$ cat src/rtl/burst_wr_target_pkg.sv
// -----------------------------------------------------------------------------
// burst_wr_target_pkg
// Shared definitions for the burst write target:
//   - default data/address widths and expected burst length
//   - FSM state encoding (2 bits: IDLE=0, SETUP=1, DATA=2, HOLD=3)
//   - bit positions of the individual error causes folded into err
// -----------------------------------------------------------------------------
package burst_wr_target_pkg;

    localparam int DEF_DW  = 8;
    localparam int DEF_AW  = 5;
    localparam int DEF_LEN = 20;

    localparam logic [1:0] ST_IDLE  = 2'd0;
    localparam logic [1:0] ST_SETUP = 2'd1;
    localparam logic [1:0] ST_DATA  = 2'd2;
    localparam logic [1:0] ST_HOLD  = 2'd3;

    typedef enum logic [1:0] {
        IDLE  = ST_IDLE,
        SETUP = ST_SETUP,
        DATA  = ST_DATA,
        HOLD  = ST_HOLD
    } state_e;

    // Error-cause vector layout; err is the OR of all causes at close.
    localparam int LEN_ERR   = 0;
    localparam int PROTO_ERR = 1;
    localparam int ADDR_ERR  = 2;
    localparam int NUM_ERR   = 3;

endpackage

$ cat src/rtl/burst_wr_target_mem.sv
// -----------------------------------------------------------------------------
// burst_tgt_mem
// 2**AW x DW register file, one write port and one registered read port.
// Ports:
//   clk, rst_n          clock, asynchronous active-low reset (read reg only)
//   wr_en/wr_addr/wr_data  write port, written on the rising edge
//   rd_en/rd_addr       read request; rd_data updates on the next edge
//   rd_data             registered read data, holds while rd_en=0
// A read and write to the same address in one cycle returns the old word.
// Storage is not reset.
// -----------------------------------------------------------------------------
module burst_tgt_mem
    import burst_wr_target_pkg::*;
#(
    parameter int DW = DEF_DW,
    parameter int AW = DEF_AW
) (
    input  logic          clk,
    input  logic          rst_n,
    input  logic          wr_en,
    input  logic [AW-1:0] wr_addr,
    input  logic [DW-1:0] wr_data,
    input  logic          rd_en,
    input  logic [AW-1:0] rd_addr,
    output logic [DW-1:0] rd_data
);

    logic [DW-1:0] mem_q [2**AW];
    logic [DW-1:0] rd_data_q;
    logic [DW-1:0] rd_data_d;

    always_comb begin
        rd_data_d = rd_data_q;
        if (rd_en) begin
            rd_data_d = mem_q[rd_addr];
        end
    end

    always_ff @(posedge clk) begin
        if (wr_en) begin
            mem_q[wr_addr] <= wr_data;
        end
    end

    always_ff @(posedge clk or negedge rst_n) begin
        if (!rst_n) begin
            rd_data_q <= '0;
        end else begin
            rd_data_q <= rd_data_d;
        end
    end

    assign rd_data = rd_data_q;

endmodule

$ cat src/rtl/burst_wr_target.sv
// -----------------------------------------------------------------------------
// burst_wr_target
// Responder for the csn/we/addr burst-write interface. Stores every written
// word in a 2**AW-deep buffer, checks burst length (and protocol), and reports
// each closed burst with a one-cycle done pulse and a held err status.
//
// Optional feature macro: BURST_TGT_ADDR_CHECK_EN
//   defined   : an expected-address counter (0 at burst start, +1 per write)
//               flags any write whose addr differs; contributes to err.
//   undefined : no address checking.
//
// Ports:
//   clk, rst_n      clock, asynchronous active-low reset
//   csn, we         chip select (active low) and write strobe
//   addr, din       write address / data, qualified by we while csn=0
//   rd_en, rd_addr  read request into the buffer
//   rd_data         registered read data (1-cycle latency)
//   busy            high while a burst is in progress
//   done            one-cycle pulse when a burst closes
//   err             status of the last closed burst, held until next done
//   word_cnt        words received in the last/current burst (saturating)
//
// Interface semantics: a word transfers on every rising edge where csn=0 and
// we=1 while a burst is open (SETUP/DATA/HOLD); there is no back-pressure.
// we with csn=1 is ignored. csn sampled high closes the burst (or aborts it
// from SETUP, without done).
// -----------------------------------------------------------------------------
module burst_wr_target
    import burst_wr_target_pkg::*;
#(
    parameter int DW  = DEF_DW,
    parameter int AW  = DEF_AW,
    parameter int LEN = DEF_LEN
) (
    input  logic          clk,
    input  logic          rst_n,
    input  logic          csn,
    input  logic          we,
    input  logic [AW-1:0] addr,
    input  logic [DW-1:0] din,
    input  logic          rd_en,
    input  logic [AW-1:0] rd_addr,
    output logic [DW-1:0] rd_data,
    output logic          busy,
    output logic          done,
    output logic          err,
    output logic [AW:0]   word_cnt
);

    localparam logic [AW:0] CNT_MAX = (AW+1)'(2**AW);
    localparam logic [AW:0] LEN_W   = (AW+1)'(LEN);

    state_e       state_q, state_d;
    logic         busy_q, busy_d;
    logic         done_q, done_d;
    logic         err_q, err_d;
    logic [AW:0]  cnt_q, cnt_d;
    logic         ovf_q, ovf_d;     // more than 2**AW words seen
    logic         proto_q, proto_d; // we re-asserted after a HOLD gap
`ifdef BURST_TGT_ADDR_CHECK_EN
    logic [AW-1:0] exp_addr_q, exp_addr_d;
    logic          addr_err_q, addr_err_d;
`endif

    logic               wr_en;
    logic               close;
    logic [NUM_ERR-1:0] cause;

    always_comb begin
        cause            = '0;
        cause[LEN_ERR]   = (cnt_q != LEN_W) | ovf_q;
        cause[PROTO_ERR] = proto_q;
`ifdef BURST_TGT_ADDR_CHECK_EN
        cause[ADDR_ERR]  = addr_err_q;
`endif
    end

    always_comb begin
        state_d = state_q;
        busy_d  = busy_q;
        done_d  = 1'b0;
        err_d   = err_q;
        cnt_d   = cnt_q;
        ovf_d   = ovf_q;
        proto_d = proto_q;
`ifdef BURST_TGT_ADDR_CHECK_EN
        exp_addr_d = exp_addr_q;
        addr_err_d = addr_err_q;
`endif
        wr_en = 1'b0;
        close = 1'b0;

        case (state_q)
            IDLE: begin
                if (!csn) begin
                    state_d = SETUP;
                    busy_d  = 1'b1;
                    cnt_d   = '0;
                    ovf_d   = 1'b0;
                    proto_d = 1'b0;
`ifdef BURST_TGT_ADDR_CHECK_EN
                    exp_addr_d = '0;
                    addr_err_d = 1'b0;
`endif
                end
            end
            SETUP: begin
                if (csn) begin
                    // Abort: no done, err keeps the previous burst's status.
                    state_d = IDLE;
                    busy_d  = 1'b0;
                end else if (we) begin
                    state_d = DATA;
                    wr_en   = 1'b1;
                end
            end
            DATA: begin
                if (csn) begin
                    close = 1'b1;
                end else if (we) begin
                    wr_en = 1'b1;
                end else begin
                    state_d = HOLD;
                end
            end
            HOLD: begin
                if (csn) begin
                    close = 1'b1;
                end else if (we) begin
                    state_d = DATA;
                    wr_en   = 1'b1;
                    proto_d = 1'b1;
                end
            end
            default: state_d = IDLE;
        endcase

        if (wr_en) begin
            // Saturate the visible count; remember the overflow separately so
            // a burst of exactly 2**AW + n words can never pass the length check.
            if (cnt_q == CNT_MAX) begin
                ovf_d = 1'b1;
            end else begin
                cnt_d = cnt_q + (AW+1)'(1);
            end
`ifdef BURST_TGT_ADDR_CHECK_EN
            if (addr != exp_addr_q) begin
                addr_err_d = 1'b1;
            end
            exp_addr_d = exp_addr_q + AW'(1);
`endif
        end

        if (close) begin
            state_d = IDLE;
            busy_d  = 1'b0;
            done_d  = 1'b1;
            err_d   = |cause;
        end
    end

    always_ff @(posedge clk or negedge rst_n) begin
        if (!rst_n) begin
            state_q <= IDLE;
            busy_q  <= 1'b0;
            done_q  <= 1'b0;
            err_q   <= 1'b0;
            cnt_q   <= '0;
            ovf_q   <= 1'b0;
            proto_q <= 1'b0;
`ifdef BURST_TGT_ADDR_CHECK_EN
            exp_addr_q <= '0;
            addr_err_q <= 1'b0;
`endif
        end else begin
            state_q <= state_d;
            busy_q  <= busy_d;
            done_q  <= done_d;
            err_q   <= err_d;
            cnt_q   <= cnt_d;
            ovf_q   <= ovf_d;
            proto_q <= proto_d;
`ifdef BURST_TGT_ADDR_CHECK_EN
            exp_addr_q <= exp_addr_d;
            addr_err_q <= addr_err_d;
`endif
        end
    end

    burst_tgt_mem #(
        .DW (DW),
        .AW (AW)
    ) u_mem (
        .clk     (clk),
        .rst_n   (rst_n),
        .wr_en   (wr_en),
        .wr_addr (addr),
        .wr_data (din),
        .rd_en   (rd_en),
        .rd_addr (rd_addr),
        .rd_data (rd_data)
    );

    assign busy     = busy_q;
    assign done     = done_q;
    assign err      = err_q;
    assign word_cnt = cnt_q;

endmodule

$ cat config.mk
export PLATFORM = sky130hd
export DESIGN_NAME = burst_wr_target
export DESIGN_NICKNAME = d
export VERILOG_FILES = /design/src/rtl/burst_wr_target_pkg.sv /design/src/rtl/burst_wr_target_mem.sv /design/src/rtl/burst_wr_target.sv
export SDC_FILE = /design/constraint.sdc
export NUM_CORES = 1
export LEC_CHECK = 0
export ABC_AREA = 1
export BUFFER_PORTS_ARGS = -buffer_cell sky130_fd_sc_hd__buf_4
export CORE_MARGIN = 1.5
export CORE_UTILIZATION = 40
export DETAILED_ROUTE_END_ITERATION = 10
export SETUP_SLACK_MARGIN = 0.2
export SLEW_MARGIN = 20
export SYNTH_ARGS = -nofsm -noshare
export SYNTH_HDL_FRONTEND = slang
export SYNTH_SLANG_ARGS = --single-unit
export TNS_END_PERCENT = 1
$ cat constraint.sdc
create_clock -name clk -period 2.4 [get_ports clk]
set_clock_uncertainty 0.2 [all_clocks]
set_input_delay 0.24 -clock clk [delete_from_list [all_inputs] [get_ports clk]]
set_output_delay 0.24 -clock clk [all_outputs]
set_load 0.005 [all_outputs]
# Word-level counts from Yosys, hierarchy flattened

Memory sizes are Yosys's and may differ from the RTL's. A register that Yosys moved wholly into a read port is not among the register bits.
Cells that the tools add are included.

Register bits after elaboration: 13
Bits in latches: 0
Memory bits (writable): 256
ROM bits: 0
Word-level logic and storage cells: 65
Memories: 1

Add/sub/neg operators: 1
$mul: 0
Divide/modulo/power cells: 0
$lt $le $gt $ge: 0
Equality and inequality tests: 13
Shifts and indexed selects: 0
Mux-type cells: 32
Bitwise operators: 1
Reductions and logical operators: 10

Memory list:

| name        | depth | width | rd ports | clocked after Yosys merged registers in | write ports | line                      | source |
|---|---|---|---|---|---|---|---|
| u_mem.mem_q | 32    | 8     | 1        | 1                                       | 1           | burst_wr_target_mem.sv:28 | `logic [DW-1:0] mem_q [2**AW];` |

Operators with widths:

| operator                                                                | count |
|---|---|
| 6-bit two-way mux                                                       | 4 |
| 1-bit two-way mux                                                       | 18 |
| 3-bit inequality test, second input constant                            | 5 |
| 2-bit two-way mux                                                       | 7 |
| 2-bit one-hot mux with 4 select lines                                   | 1 |
| 4-bit AND reduction                                                     | 2 |
| 6-bit by 1-bit adder with 6-bit output, second input constant           | 1 |
| 6-bit equality test, second input constant                              | 1 |
| 2-bit inequality test, second input constant                            | 3 |
| 6-bit by 5-bit inequality test with 1-bit output, second input constant | 1 |
| 2-bit equality test, second input constant                              | 2 |
| 1-bit one-hot mux with 2 select lines                                   | 2 |
| 2-bit OR reduction                                                      | 2 |
| 3-bit AND reduction                                                     | 1 |
| 3-bit nonzero test                                                      | 1 |
| 3-bit OR reduction                                                      | 1 |
| 2-bit by 1-bit equality test with 1-bit output, second input constant   | 1 |
| 2-bit logical NOT                                                       | 1 |
| 2-bit nonzero test                                                      | 1 |
| 1-bit logical NOT                                                       | 1 |
| 1-bit OR                                                                | 1 |

# Longest topological paths before layout

Word-level depth: 5
Depth in mapped cells: 11

# Cells and area by module

A second synthesis with hierarchy kept.

Cells, all modules: 1012
Area, all modules: 11463.5 µm²

By module, submodules not included:

| module          | instances | cells each | area each (µm²) | sequential area each (µm²) |
|---|---|---|---|---|
| burst_tgt_mem   | 1         | 924        | 10765.3         | 7887.6 |
| burst_wr_target | 1         | 88         | 698.2           | 325.3 |

# Worst setup path after synthesis

OpenSTA, ideal clock, no wires.

Path kind: reg-to-reg
Start: reg state_q[1]
End: mem u_mem.mem_q[0][0] (netlist bit) (enable)
Setup time: 370 ps
Arrival: 1319 ps
Required time: 1830 ps
Slack: 510 ps
Stages on the path, launching flop included: 5
Path buffers: 0
Cells stage by stage: dfrtp_1 > nor2_1 > nor2_2 > nand3_1 > nor2_1

Cells in the longest elaborated chain, start to end: 5

Ends and longest elaborated chain:

| item                                                                                         | line                      | source |
|---|---|---|
| start, declared                                                                              | burst_wr_target.sv:53     | `state_e state_q, state_d;` |
| start signal, assigned                                                                       | burst_wr_target.sv:176    | `state_q <= state_d;` |
| 2-bit equality test / 2-bit by 1-bit equality test with 1-bit output (equally long branches) | burst_wr_target.sv:93     | `case (state_q)` |
| 3-bit OR reduction (no line) *                                                               | n/a                       |  |
| 1-bit two-way mux *                                                                          | n/a                       |  |
| 1-bit two-way mux *                                                                          | burst_wr_target_mem.sv:40 | `if (wr_en) begin` |
| 1-bit two-way mux (not written as such) *                                                    | burst_wr_target_mem.sv:41 | `mem_q[wr_addr] <= wr_data;` |
| end, declared                                                                                | burst_wr_target_mem.sv:28 |  |

Mark *: on every way between the ends. The rest lies on a longest branch, timed or not.

==> impl_metrics.json <==
{
  "wirelength_um": 28600,
  "drt_first_pass_iters": 5,
  "drv_slew": 0,
  "syn_inst": 994,
  "end_kind": "flop",
  "grt_max_degree": 129,
  "start_util_pct": 40.9,
  "grt_pass1_vias": 7270,
  "wl_met1_um": 13100,
  "post_cts_buffers": 0,
  "wl_met3_um": 2020,
  "route.detailed.drc": 0,
  "ir_worst_vdd_mv": 0.546,
  "place_hpwl_um": 17400,
  "slew_headroom_pct": 59.2,
  "critPathRequiredTime_ps": 2680,
  "insertion_delay_ps": 540,
  "hold_path_class": "primary input to flop",
  "wl_met2_um": 12900,
  "timing.final.ws_setup_ps": 300,
  "crit_fanout": 17,
  "drt_iter0_markers": 678,
  "row_count": 61,
  "port-buffer-count": 39,
  "fin_nets": 1102,
  "rsz0062_at_grt": "true",
  "antenna_cells": 0,
  "synth_seq_cells": 277,
  "cp.arrival_ps": 2380,
  "timing.fmax_mhz": 476,
  "cts_max_path_buffers": 3,
  "finalCriticalPeriod_ps": 2100,
  "cts_tree": "done",
  "grt_remaining_overflow": 0,
  "yosysWarnings": 0,
  "setup_total_negative_slack_ps": 0,
  "cts_buffers": 29,
  "antenna_found_initial": 0,
  "worstMarginPinSlew_ps": 611,
  "ios": 40,
  "synthToLayoutAreaGrowth_pct": 16.6,
  "die_x_um": 172,
  "holdWs_ps": 3.68,
  "syn_avg_cell_area_um2": 11.5,
  "routed.top_layer": "met4",
  "synthesis.area_mm2": 0.0115,
  "hold_viol_final": 0,
  "core_area_mm2": 0.0280,
  "ctsHtreeMaxLevel": 1,
  "drt.antenna.violating_nets": 0,
  "die-area_mm2": 0.0297,
  "fin_crit_sh_pct": 87.5,
  "clockRootBuffer": "clkbuf_16",
  "place_ws_ps": 275,
  "maxCapViolCount": 0,
  "cts_sinks": 277,
  "wire_per_inst_um": 19.3,
  "syn-num-nets": 1019,
  "ys_types": 23,
  "status": "finished clean",
  "p_leak_uw": 0.00505,
  "synth.yosys.seq_area_share_pct": 71.6,
  "grt_pass1_wl_um": 43800,
  "dieHeight_um": 172,
  "drive_gt1_share_pct": 12.2,
  "layout_common_cells": "350 x nand2_1, 256 x edfxtp_1, 234 x nand3_1",
  "total_power_uw": 10500,
  "startpoint_type": "primary input",
  "clk_pin_slew_ps": 60,
  "viasPerCell": 5.17,
  "final-setup-viol-count": 0,
  "layout_commonest_cell": "nand2_1",
  "p_per_area_mw_per_mm2": 787,
  "grt_usage_pct": 19.9,
  "gp_congestion": 0.833,
  "crit_type": "primary input to flop",
  "vias": 7630
}
## layout make-up
type                            instances  area, um^2
Clock buffer                           35         768
Clock inverter                         18         184
Fill cell                            2547       14600
Inverter                               22        83.8
Multi-Input combinational cell        642        2770
Sequential cell                       277        8210
Tap cell                              378         473
Timing Repair Buffer                  105         876
## worst paths after layout
check                                   startpoint                  to  slack [ps]  cells past startpoint
max in group asynchronous                    rst_n    u_mem.rd_data[5]        1530                      3
worst min-delay path                        din[4]  u_mem.mem_q[14][4]           4                      1
worst min register to register    u_mem.rd_data[2]    u_mem.rd_data[2]         290                      2
worst max register to register  u_mem.mem_q[28][5]    u_mem.rd_data[5]         400                      9
min in group asynchronous                    rst_n    u_mem.rd_data[4]         110                      3
worst max-delay path                    rd_addr[3]    u_mem.rd_data[5]         300                      8
## critical path, cell delays in order
cell,delay [ps]
dlygate4sd3_1,540
buf_4,210
inv_1,390
nand2_1,100
nand3_1,160
nand3_1,100
dlygate4sd3_1,570
nand2_1,60
## routing by layer
metal	GRT usage, %	up-vias
li1	-	3620
met1	29.8	3671
met2	30.4	299
met3	2.93	40
met4	5.10	0
met5	0	-
## registers in the layout, indices dropped and copies added, names as in the netlist
register	flops
u_mem.rd_data	8
ovf_q	1
u_mem.mem_q	256
done	1
word_cnt	6
proto_q	1
err	1
state_q	2
busy	1
## metrics by stage
step | utilization [%] | std cells | instance area, um^2
6_report | 47.7 | 1477 | 13400
5_1_grt | 47.7 | 1477 | 13400
4_1_cts | 47.7 | 1477 | 13400
3_5_place_dp | 43.7 | 1407 | 12200
3_3_place_gp | 43.7 | 1407 | 12200
2_1_floorplan | - | 994 | 11500
## report_power, final
part	internal, uW	total (uW)	switching (uW)
Combinational	225	707	483
Sequential	5320	5360	40.4
Clock	2690	4460	1770
Total	8230	10500	2300
## what timing repair did
action,CTS,global route
gates resized for setup,0,1
hold buffers,17,0
endpoints found under the setup margin,0,105
hold endpoints to repair,231,0
## logic make-up (layout without fill, tap and decap cells)
kind of cell	after synthesis	count (layout)	synth area share [%]
xor gates and xnor gates	2	2	0.153
muxes	1	1	0.0873
AOI/OAI and AO/OA	9	9	0.425
adders and majority gates	2	2	0.218
DFF	277	277	71.6
and+or+nand+nor	628	628	23.2
buffers and inverters	75	180	4.27
## cell usage after synthesis
| master | instances | share of area [%] |
|---|---|---|
| nand4_1 | 3 | 0.16 |
| mux2i_1 | 1 | 0.087 |
| clkbuf_1 | 10 | 0.33 |
| o21ai_0 | 6 | 0.26 |
| buf_2 | 13 | 0.57 |
| dfrtp_1 | 21 | 4.6 |
| inv_1 | 20 | 0.65 |
| buf_1 | 2 | 0.065 |
| o22ai_1 | 1 | 0.055 |
| ha_1 | 2 | 0.22 |
| xor2_1 | 2 | 0.15 |
| a21oi_1 | 1 | 0.044 |
| nor2_1 | 38 | 1.2 |
| o211ai_1 | 1 | 0.065 |
| buf_4 | 5 | 0.33 |
| edfxtp_1 | 256 | 67 |
| nor2_2 | 1 | 0.055 |
| nand3_1 | 234 | 10 |
| inv_2 | 2 | 0.065 |
| nor4_1 | 1 | 0.055 |
| nand2_1 | 350 | 11 |
| nor3b_1 | 1 | 0.065 |
| buf_6 | 23 | 2.3 |
(Power assumes the default switching activity.)
